`src/rtl/mem_ctrl.sv`:
```
// Byte-serial memory controller: serialises instruction-fetch and LSU requests
// into per-byte accesses on an 8-bit RAM, data channel taking priority.
module mem_ctrl #(
    parameter int ADDR_W = 32
) (
    input  logic              clk,
    input  logic              rst,
    input  logic              instEn,
    input  logic [ADDR_W-1:0] instAddr,
    output logic              memInstFree,
    output logic              memInstOutEn,
    output logic [31:0]       memInst,
    input  logic              dataEn,
    input  logic              dataWr,
    input  logic [1:0]        dataLen,
    input  logic [ADDR_W-1:0] dataAddr,
    input  logic [31:0]       dataIn,
    output logic              memDataFree,
    output logic              memDataOutEn,
    output logic [31:0]       memData,
    output logic [ADDR_W-1:0] ram_addr,
    output logic              ram_wr,
    output logic [7:0]        ram_dout,
    input  logic [7:0]        ram_din
);

    typedef enum logic [1:0] {IDLE, INST_RD, DATA_RD, DATA_WR} state_t;

    state_t              state_q, state_d;
    logic [2:0]          cnt_q, cnt_d;
    logic [2:0]          n_q, n_d;
    logic [31:0]         asm_q, asm_d;
    logic                inst_pend_q, inst_pend_d;
    logic [ADDR_W-1:0]   inst_addr_q, inst_addr_d;
    logic                data_pend_q, data_pend_d;
    logic                data_wr_q, data_wr_d;
    logic [1:0]          data_len_q, data_len_d;
    logic [ADDR_W-1:0]   data_addr_q, data_addr_d;
    logic [31:0]         data_in_q, data_in_d;
    logic [ADDR_W-1:0]   ram_addr_q, ram_addr_d;
    logic                ram_wr_q, ram_wr_d;
    logic [7:0]          ram_dout_q, ram_dout_d;
    logic [31:0]         mem_inst_q, mem_inst_d;
    logic [31:0]         mem_data_q, mem_data_d;
    logic                inst_out_en_q, inst_out_en_d;
    logic                data_out_en_q, data_out_en_d;
    logic [1:0]          rd_lane;
    logic [1:0]          wr_lane;

    function automatic logic [2:0] len_to_n(input logic [1:0] len);
        case (len)
            2'b00:   return 3'd1;
            2'b01:   return 3'd2;
            default: return 3'd4;
        endcase
    endfunction

    // RAM returns the previously addressed byte, so byte k arrives when cnt_q = k+1.
    assign rd_lane = 2'(cnt_q - 3'd1);
    assign wr_lane = 2'(cnt_q + 3'd1);

    always_comb begin
        // NOTE: every next-state signal gets a default first so no path leaves it unassigned (no latches).
        state_d       = state_q;
        cnt_d         = cnt_q;
        n_d           = n_q;
        asm_d         = asm_q;
        inst_pend_d   = inst_pend_q;
        inst_addr_d   = inst_addr_q;
        data_pend_d   = data_pend_q;
        data_wr_d     = data_wr_q;
        data_len_d    = data_len_q;
        data_addr_d   = data_addr_q;
        data_in_d     = data_in_q;
        ram_addr_d    = ram_addr_q;
        ram_wr_d      = 1'b0;
        ram_dout_d    = ram_dout_q;
        mem_inst_d    = mem_inst_q;
        mem_data_d    = mem_data_q;
        inst_out_en_d = 1'b0;
        data_out_en_d = 1'b0;

        // A request on a busy channel is a protocol violation and is dropped.
        if (instEn && !inst_pend_q) begin
            inst_pend_d = 1'b1;
            inst_addr_d = instAddr;
        end
        if (dataEn && !data_pend_q) begin
            data_pend_d = 1'b1;
            data_wr_d   = dataWr;
            data_len_d  = dataLen;
            data_addr_d = dataAddr;
            data_in_d   = dataIn;
        end

        if ((state_q == INST_RD || state_q == DATA_RD) && cnt_q != 3'd0) begin
            asm_d[{rd_lane, 3'b000} +: 8] = ram_din;
        end

        unique case (state_q)
            IDLE: begin
                if (data_pend_d) begin
                    state_d    = data_wr_d ? DATA_WR : DATA_RD;
                    n_d        = len_to_n(data_len_d);
                    cnt_d      = 3'd0;
                    asm_d      = '0;
                    ram_addr_d = data_addr_d;
                    ram_wr_d   = data_wr_d;
                    ram_dout_d = data_in_d[7:0];
                end else if (inst_pend_d) begin
                    state_d    = INST_RD;
                    n_d        = 3'd4;
                    cnt_d      = 3'd0;
                    asm_d      = '0;
                    ram_addr_d = inst_addr_d;
                end
            end

            INST_RD, DATA_RD: begin
                cnt_d = 3'(cnt_q + 3'd1);
                if (3'(cnt_q + 3'd1) < n_q) begin
                    ram_addr_d = ram_addr_q + ADDR_W'(1);
                end
                if (cnt_q == n_q) begin
                    state_d = IDLE;
                    cnt_d   = 3'd0;
                    if (state_q == INST_RD) begin
                        mem_inst_d    = asm_d;
                        inst_out_en_d = 1'b1;
                        inst_pend_d   = 1'b0;
                    end else begin
                        mem_data_d    = asm_d;
                        data_out_en_d = 1'b1;
                        data_pend_d   = 1'b0;
                    end
                end
            end

            DATA_WR: begin
                if (3'(cnt_q + 3'd1) < n_q) begin
                    cnt_d      = 3'(cnt_q + 3'd1);
                    ram_wr_d   = 1'b1;
                    ram_addr_d = ram_addr_q + ADDR_W'(1);
                    ram_dout_d = data_in_q[{wr_lane, 3'b000} +: 8];
                end else begin
                    state_d       = IDLE;
                    cnt_d         = 3'd0;
                    data_out_en_d = 1'b1;
                    data_pend_d   = 1'b0;
                end
            end
        endcase
    end

    // NOTE: state registers use non-blocking assignments so every flop samples pre-edge values.
    always_ff @(posedge clk) begin
        if (rst) begin
            state_q       <= IDLE;
            cnt_q         <= '0;
            n_q           <= '0;
            asm_q         <= '0;
            inst_pend_q   <= 1'b0;
            inst_addr_q   <= '0;
            data_pend_q   <= 1'b0;
            data_wr_q     <= 1'b0;
            data_len_q    <= '0;
            data_addr_q   <= '0;
            data_in_q     <= '0;
            ram_addr_q    <= '0;
            ram_wr_q      <= 1'b0;
            ram_dout_q    <= '0;
            mem_inst_q    <= '0;
            mem_data_q    <= '0;
            inst_out_en_q <= 1'b0;
            data_out_en_q <= 1'b0;
        end else begin
            state_q       <= state_d;
            cnt_q         <= cnt_d;
            n_q           <= n_d;
            asm_q         <= asm_d;
            inst_pend_q   <= inst_pend_d;
            inst_addr_q   <= inst_addr_d;
            data_pend_q   <= data_pend_d;
            data_wr_q     <= data_wr_d;
            data_len_q    <= data_len_d;
            data_addr_q   <= data_addr_d;
            data_in_q     <= data_in_d;
            ram_addr_q    <= ram_addr_d;
            ram_wr_q      <= ram_wr_d;
            ram_dout_q    <= ram_dout_d;
            mem_inst_q    <= mem_inst_d;
            mem_data_q    <= mem_data_d;
            inst_out_en_q <= inst_out_en_d;
            data_out_en_q <= data_out_en_d;
        end
    end

    assign memInstFree  = !inst_pend_q;
    assign memDataFree  = !data_pend_q;
    assign memInstOutEn = inst_out_en_q;
    assign memDataOutEn = data_out_en_q;
    assign memInst      = mem_inst_q;
    assign memData      = mem_data_q;
    assign ram_addr     = ram_addr_q;
    assign ram_wr       = ram_wr_q;
    assign ram_dout     = ram_dout_q;

endmodule

```
`config.mk`:
```
export PLATFORM = sky130hd
export DESIGN_NAME = mem_ctrl
export DESIGN_NICKNAME = d
export VERILOG_FILES = /design/src/rtl/mem_ctrl.sv
export SDC_FILE = /design/constraint.sdc
export NUM_CORES = 1
export LEC_CHECK = 0
export ABC_AREA = 1
export BUFFER_PORTS_ARGS = -buffer_cell sky130_fd_sc_hd__buf_4
export CORE_MARGIN = 3
export CORE_UTILIZATION = 50
export CTS_BUF_LIST = sky130_fd_sc_hd__clkbuf_2
export DETAILED_ROUTE_END_ITERATION = 8
export GPL_TIMING_DRIVEN = 0
export PLACE_DENSITY = 0.73
export SETUP_SLACK_MARGIN = 0.2
export SKIP_LAST_GASP = 1
export SYNTH_ARGS = -nofsm -noshare
export SYNTH_HDL_FRONTEND = slang
export SYNTH_SLANG_ARGS = --single-unit
```
`constraint.sdc`:
```
create_clock -name clk -period 8 [get_ports clk]
set_clock_uncertainty 0.1 [all_clocks]
set_input_delay 0.4 -clock clk [delete_from_list [all_inputs] [get_ports clk]]
set_output_delay 0.4 -clock clk [all_outputs]
set_load 0.05 [all_outputs]
```
* Word level (Yosys, flattened, before mapping)
Cells that the tools add are included.
** Operators by class
- Add/sub/neg operators :: 4
- $lt $le $gt $ge :: 1
- Eq/ne operators :: 11
- Shift-type cells :: 3
- Mux-type cells :: 48
- Bitwise gates (word level) :: 3
- Reductions and logical operators :: 20
** Operators with widths (count)
- 32-bit 2-to-1 mux :: 9
- 32-bit one-hot mux with 2 select lines :: 1
- 32-bit by 1-bit adder with 32-bit output, second input constant :: 1
- 32-bit bitwise mux :: 1
- 8-bit by 7-bit variable shift with 32-bit output, first input constant :: 1
- 32-bit by 6-bit indexed part select with 8-bit output :: 1
- 8-bit by 7-bit indexed part select with 32-bit output :: 1
- 8-bit 2-to-1 mux :: 3
- 3-bit 2-to-1 mux :: 6
- 1-bit 2-to-1 mux :: 16
- 8-bit one-hot mux with 2 select lines :: 1
- 3-bit AND reduction :: 4
- 2-bit 2-to-1 mux :: 5
- 3-bit one-hot mux with 3 select lines :: 1
- 2-bit != test, second input constant :: 4
- 5-bit negator with 7-bit output :: 1
- 1-bit one-hot mux with 2 select lines :: 3
- 2-bit one-hot mux with 3 select lines :: 1
- 3-bit one-hot mux with 2 select lines :: 1
- 3-bit OR reduction :: 2
- 2-bit by 1-bit == test with 1-bit output, second input constant :: 2
- 2-bit == test, second input constant :: 2
- 2-bit logical NOT :: 2
- 2-bit AND reduction :: 2
- other kinds (13) :: 19
** Storage, ports and cells
- Register bits :: 248
- Logic and storage cells :: 109

* Longest topological paths before layout
- Depth after elaboration :: 8
- Depth in mapped cells :: 13
- Gate-level depth less buffers :: 11

* Worst setup path after synthesis
Ideal clock, no wire load.
- Kind :: reg2reg
- Start :: reg cnt_q[0]
- End :: reg ram_addr_q[26], in the netlist ram_addr[26]
- Arrival time :: 2.377 ns
- Data required time :: 7.780 ns
- Setup slack :: 5.403 ns
- Cell stages (with the launch flop) :: 13
- Cell sequence :: dfxtp_1 inv_1 buf_2 buf_2 ha_1 ha_1 a21oi_1 nand3_1 nand2_2 clkinv_2 buf_4 nor2_1 a21oi_1
** On the way
- Longest elaborated chain between the ends :: 4
** Ends and longest elaborated chain
- start, declared :: RTL line 30 : logic [2:0] cnt_q, cnt_d;
- start signal, assigned :: RTL line 178 : cnt_q <= cnt_d;
- 3-bit by 1-bit adder with 3-bit output :: RTL line 121, 140
- 3-bit less-than comparator :: RTL line 121, 140
- 2-bit by 1-bit != test with 1-bit output (no line)
- 2-bit AND reduction (no line)
- end signal, assigned :: RTL line 188 : ram_addr_q <= ram_addr_d;
- end, declared :: RTL line 40 : logic [ADDR_W-1:0] ram_addr_q, ram_addr_d;
Every way passes these cells.
A chain may end at the register's enable or synchronous reset.

* Final worst setup path
- Start :: reg cnt_q[0]
- End :: reg ram_addr_q[21], in the netlist ram_addr[21]
The elaborated chain is that of the path after synthesis.

==> out/qor.csv <==
metric,value,unit
sequentialPowerShare,35.0,%
dr.pass1.iters,5,
cts_tree,done,
drv_cap,0,
grt_usage,29.65,%
most-common-layout-cells,"nand2_1, nor2_1, dfxtp_1, buf_4, inv_1",
hold_path_class,in -> reg,
p_clk_share,19.8,%
avgSynthCellArea,6.926,sq um
path_clk_slew,0.11,ns
ant_nets,0,
die_h,156.4,um
min_period_over_period,42.11,%
drive_above_1_share,19.27,%
initial_core_util,51.38,%
dr_total_vias,12070,
antenna_found_initial,2,
drtIter0Drc,895,
coreArea,22030,sq um
io_buffers,218,
outcome,completed,
nFillCells,1936,
fmax,296.9,MHz
setup_violations,0,
grt_overflow_total,0,
grt_pass1_wl,58210,um
ys_seq_area_share,43.87,%
cts.repair.resized,0,
rsz0062_at_grt,no,
viasPerCell,5.120,
comb_power_share,45.1,%
maxSlewViolCount,0,
synth-main-ff-cell,dfxtp_1,
gp_congestion,0.9324,
p_sw_share,46.54,%
worstRegToRegCells,12,
leakagePower,6.812,nW
cp_max_fo,11,
finalSetupTns,0,ns
routed_wl,37040,um
cp-start-kind,flop,
syn_nets,1758,
critical_path_class,reg -> reg,
switchingPower,0.002149,W
place_area,13300,sq um
die_area,24480,sq um
hold_violations,0,
area_growth,32.79,%
cp-end-kind,flop,
first_global_vias,11790,
finish.utilization,68.23,%
insertion_delay,0.82,ns
ios,220,
ys_ff_latch,248,
finalNetCount,2158,
dp_hpwl,26530,um
cts.sinks,248,
grt_max_degree,12,
max_slew_margin,39.87,%
synthesis.instances,1634,
layout_min_cycle_time,3.368,ns
rows,54,
clockBufferDepth,3,
drt-wirelength-per-cell,15.71,um
numCtsBuffers,68,
p_per_area,307.3,nW/um^2
yosys_warnings,0,
drc,0,
critical_path_required,8.56,ns
peakVddDrop,0.0002372,V
synth_edf_count,0,
p_int,0.002469,W
die_x,156.4,um
syn-cell-area,11320,sq um
async_reset_ff_share,0,%
final_common_cell,nand2_1,
root_buffer,clkbuf_2,
final_cell_area,15030,sq um
htree_levels,3,
hold_path_depth,4,
tightest_slew,0.9019,ns
post_synth_num_cell_types,44,
worstPathArrival,3.93,ns
[state kept, by name, summed over array words and instances (netlist names)]
| signal | flops |
|---|---|
| memData | 32 |
| memInstOutEn | 1 |
| data_len_q | 2 |
| data_in_q | 32 |
| data_pend_q | 1 |
| n_q | 3 |
| inst_pend_q | 1 |
| ram_wr | 1 |
| inst_addr_q | 32 |
| ram_addr | 32 |
| cnt_q | 3 |
| state_q | 2 |
| asm_q | 32 |
| memDataOutEn | 1 |
| ram_dout | 8 |
| memInst | 32 |
| data_addr_q | 32 |
| data_wr_q | 1 |
[per-stage QoR]
step / setup slack, ns / std cells / hold slack, ns / total power, W
after floorplan: 5.403 / 1634 / 0.3470 / 0.002997
after global placement: 4.773 / 2132 / 0.3322 / 0.003624
after detailed placement: 4.730 / 2132 / 0.3319 / 0.003655
after CTS: 4.680 / 2356 / 0.2161 / 0.004608
after global routing: 4.359 / 2358 / 0.2179 / 0.004914
final: 4.632 / 2358 / 0.2876 / 0.004619
[per-layer routing]
metal | global-route usage (%) | wire, um | vias up
met5 | 0 | 0 | -
met4 | 12.05 | 1247 | 0
met3 | 6.112 | 2674 | 95
met2 | 51.34 | 17920 | 471
met1 | 35.98 | 15190 | 5488
li1 | - | - | 6018
[final cells by class]
cell class | count | area, sq um | area share (%)
antenna | 2 | 5.005 | 0.03330
buffer | 83 | 380.4 | 2.531
clock buffer | 99 | 495.5 | 3.297
clock inverter | 13 | 102.6 | 0.6827
inverter | 189 | 715.7 | 4.762
multi-input combinational | 1114 | 5256 | 34.98
sequential | 248 | 4965 | 33.04
tap | 280 | 350.3 | 2.331
timing repair buffer | 330 | 2758 | 18.35
[power groups by stage]
stage                     Combinational [W]  Sequential, W  Clock [W]
after CTS                           0.00207        0.00161   0.000925
after global routing                0.00228        0.00164   0.000997
final                               0.00208        0.00162   0.000917
after floorplan                    0.000971        0.00203          0
after detailed placement            0.00202        0.00164          0
after global placement              0.00199        0.00163          0
[timing repair]
| item | 4_1_cts | 5_1_grt |
|---|---|---|
| hold buffers | 112 | 0 |
| endpoints found under the hold margin | 197 | 0 |
| setup buffers | 0 | 0 |
[cell families (layout without fill, tap and decap cells)]
family / Yosys count / after routing / share of synthesized area [%]
compound gates: 298 / 298 / 14.69
xor+xnor: 10 / 10 / 0.7740
fa+ha+maj: 13 / 13 / 1.437
buf+inv: 272 / 714 / 9.685
flops: 248 / 248 / 43.87
mux: 10 / 10 / 0.8845
other cells: 0 / 2 / 0
simple gates: 783 / 783 / 28.66
[final timing paths]
kind                                     to                startpoint  slack [ns]
setup reg to reg  ram_addr[21]$_SDFFE_PP0P_     cnt_q[0]$_SDFFE_PP0P_        4.63
setup / recovery  ram_addr[21]$_SDFFE_PP0P_     cnt_q[0]$_SDFFE_PP0P_        4.63
hold / removal      data_in_q[2]$_SDFF_PP0_                 dataIn[2]        0.29
hold reg to reg    memData[20]$_SDFFE_PP0P_  memData[20]$_SDFFE_PP0P_        0.34
[synth_stat cells (3+ instances only)]
| library cell | instances | share of area [%] |
|---|---|---|
| nand2_1 | 363 | 12 |
| nor2_1 | 278 | 9.2 |
| dfxtp_1 | 248 | 44 |
| inv_1 | 182 | 6.0 |
| o21ai_0 | 138 | 6.1 |
| nand3_1 | 84 | 3.7 |
| a21oi_1 | 62 | 2.7 |
| clkbuf_1 | 47 | 1.6 |
| o21ai_1 | 38 | 1.7 |
| o21a_1 | 29 | 1.9 |
| buf_2 | 25 | 1.1 |
| nand4_1 | 25 | 1.4 |
| o21ai_2 | 14 | 1.1 |
| ha_1 | 13 | 1.4 |
| or2_2 | 13 | 0.72 |
| mux2i_1 | 10 | 0.88 |
| o22ai_1 | 9 | 0.50 |
| xor2_1 | 8 | 0.62 |
| buf_1 | 5 | 0.17 |
| and2_1 | 4 | 0.22 |
| buf_6 | 4 | 0.40 |
| inv_2 | 4 | 0.13 |
| nand2_4 | 3 | 0.30 |
| nand3b_1 | 3 | 0.20 |
[worst max-delay path: stages (launching register included)]
cell and delay, ns:
dfxtp_1 0.54, inv_1 0.14, buf_2 0.21, buf_2 0.21, ha_1 0.41, ha_1 0.22, a21oi_1 0.26, nand3_1 0.15
nand2_2 0.25, clkinv_2 0.19, buf_4 0.22, nor2_1 0.22, a21oi_1 0.09
Note: power is estimated with default switching activity, not from simulation.
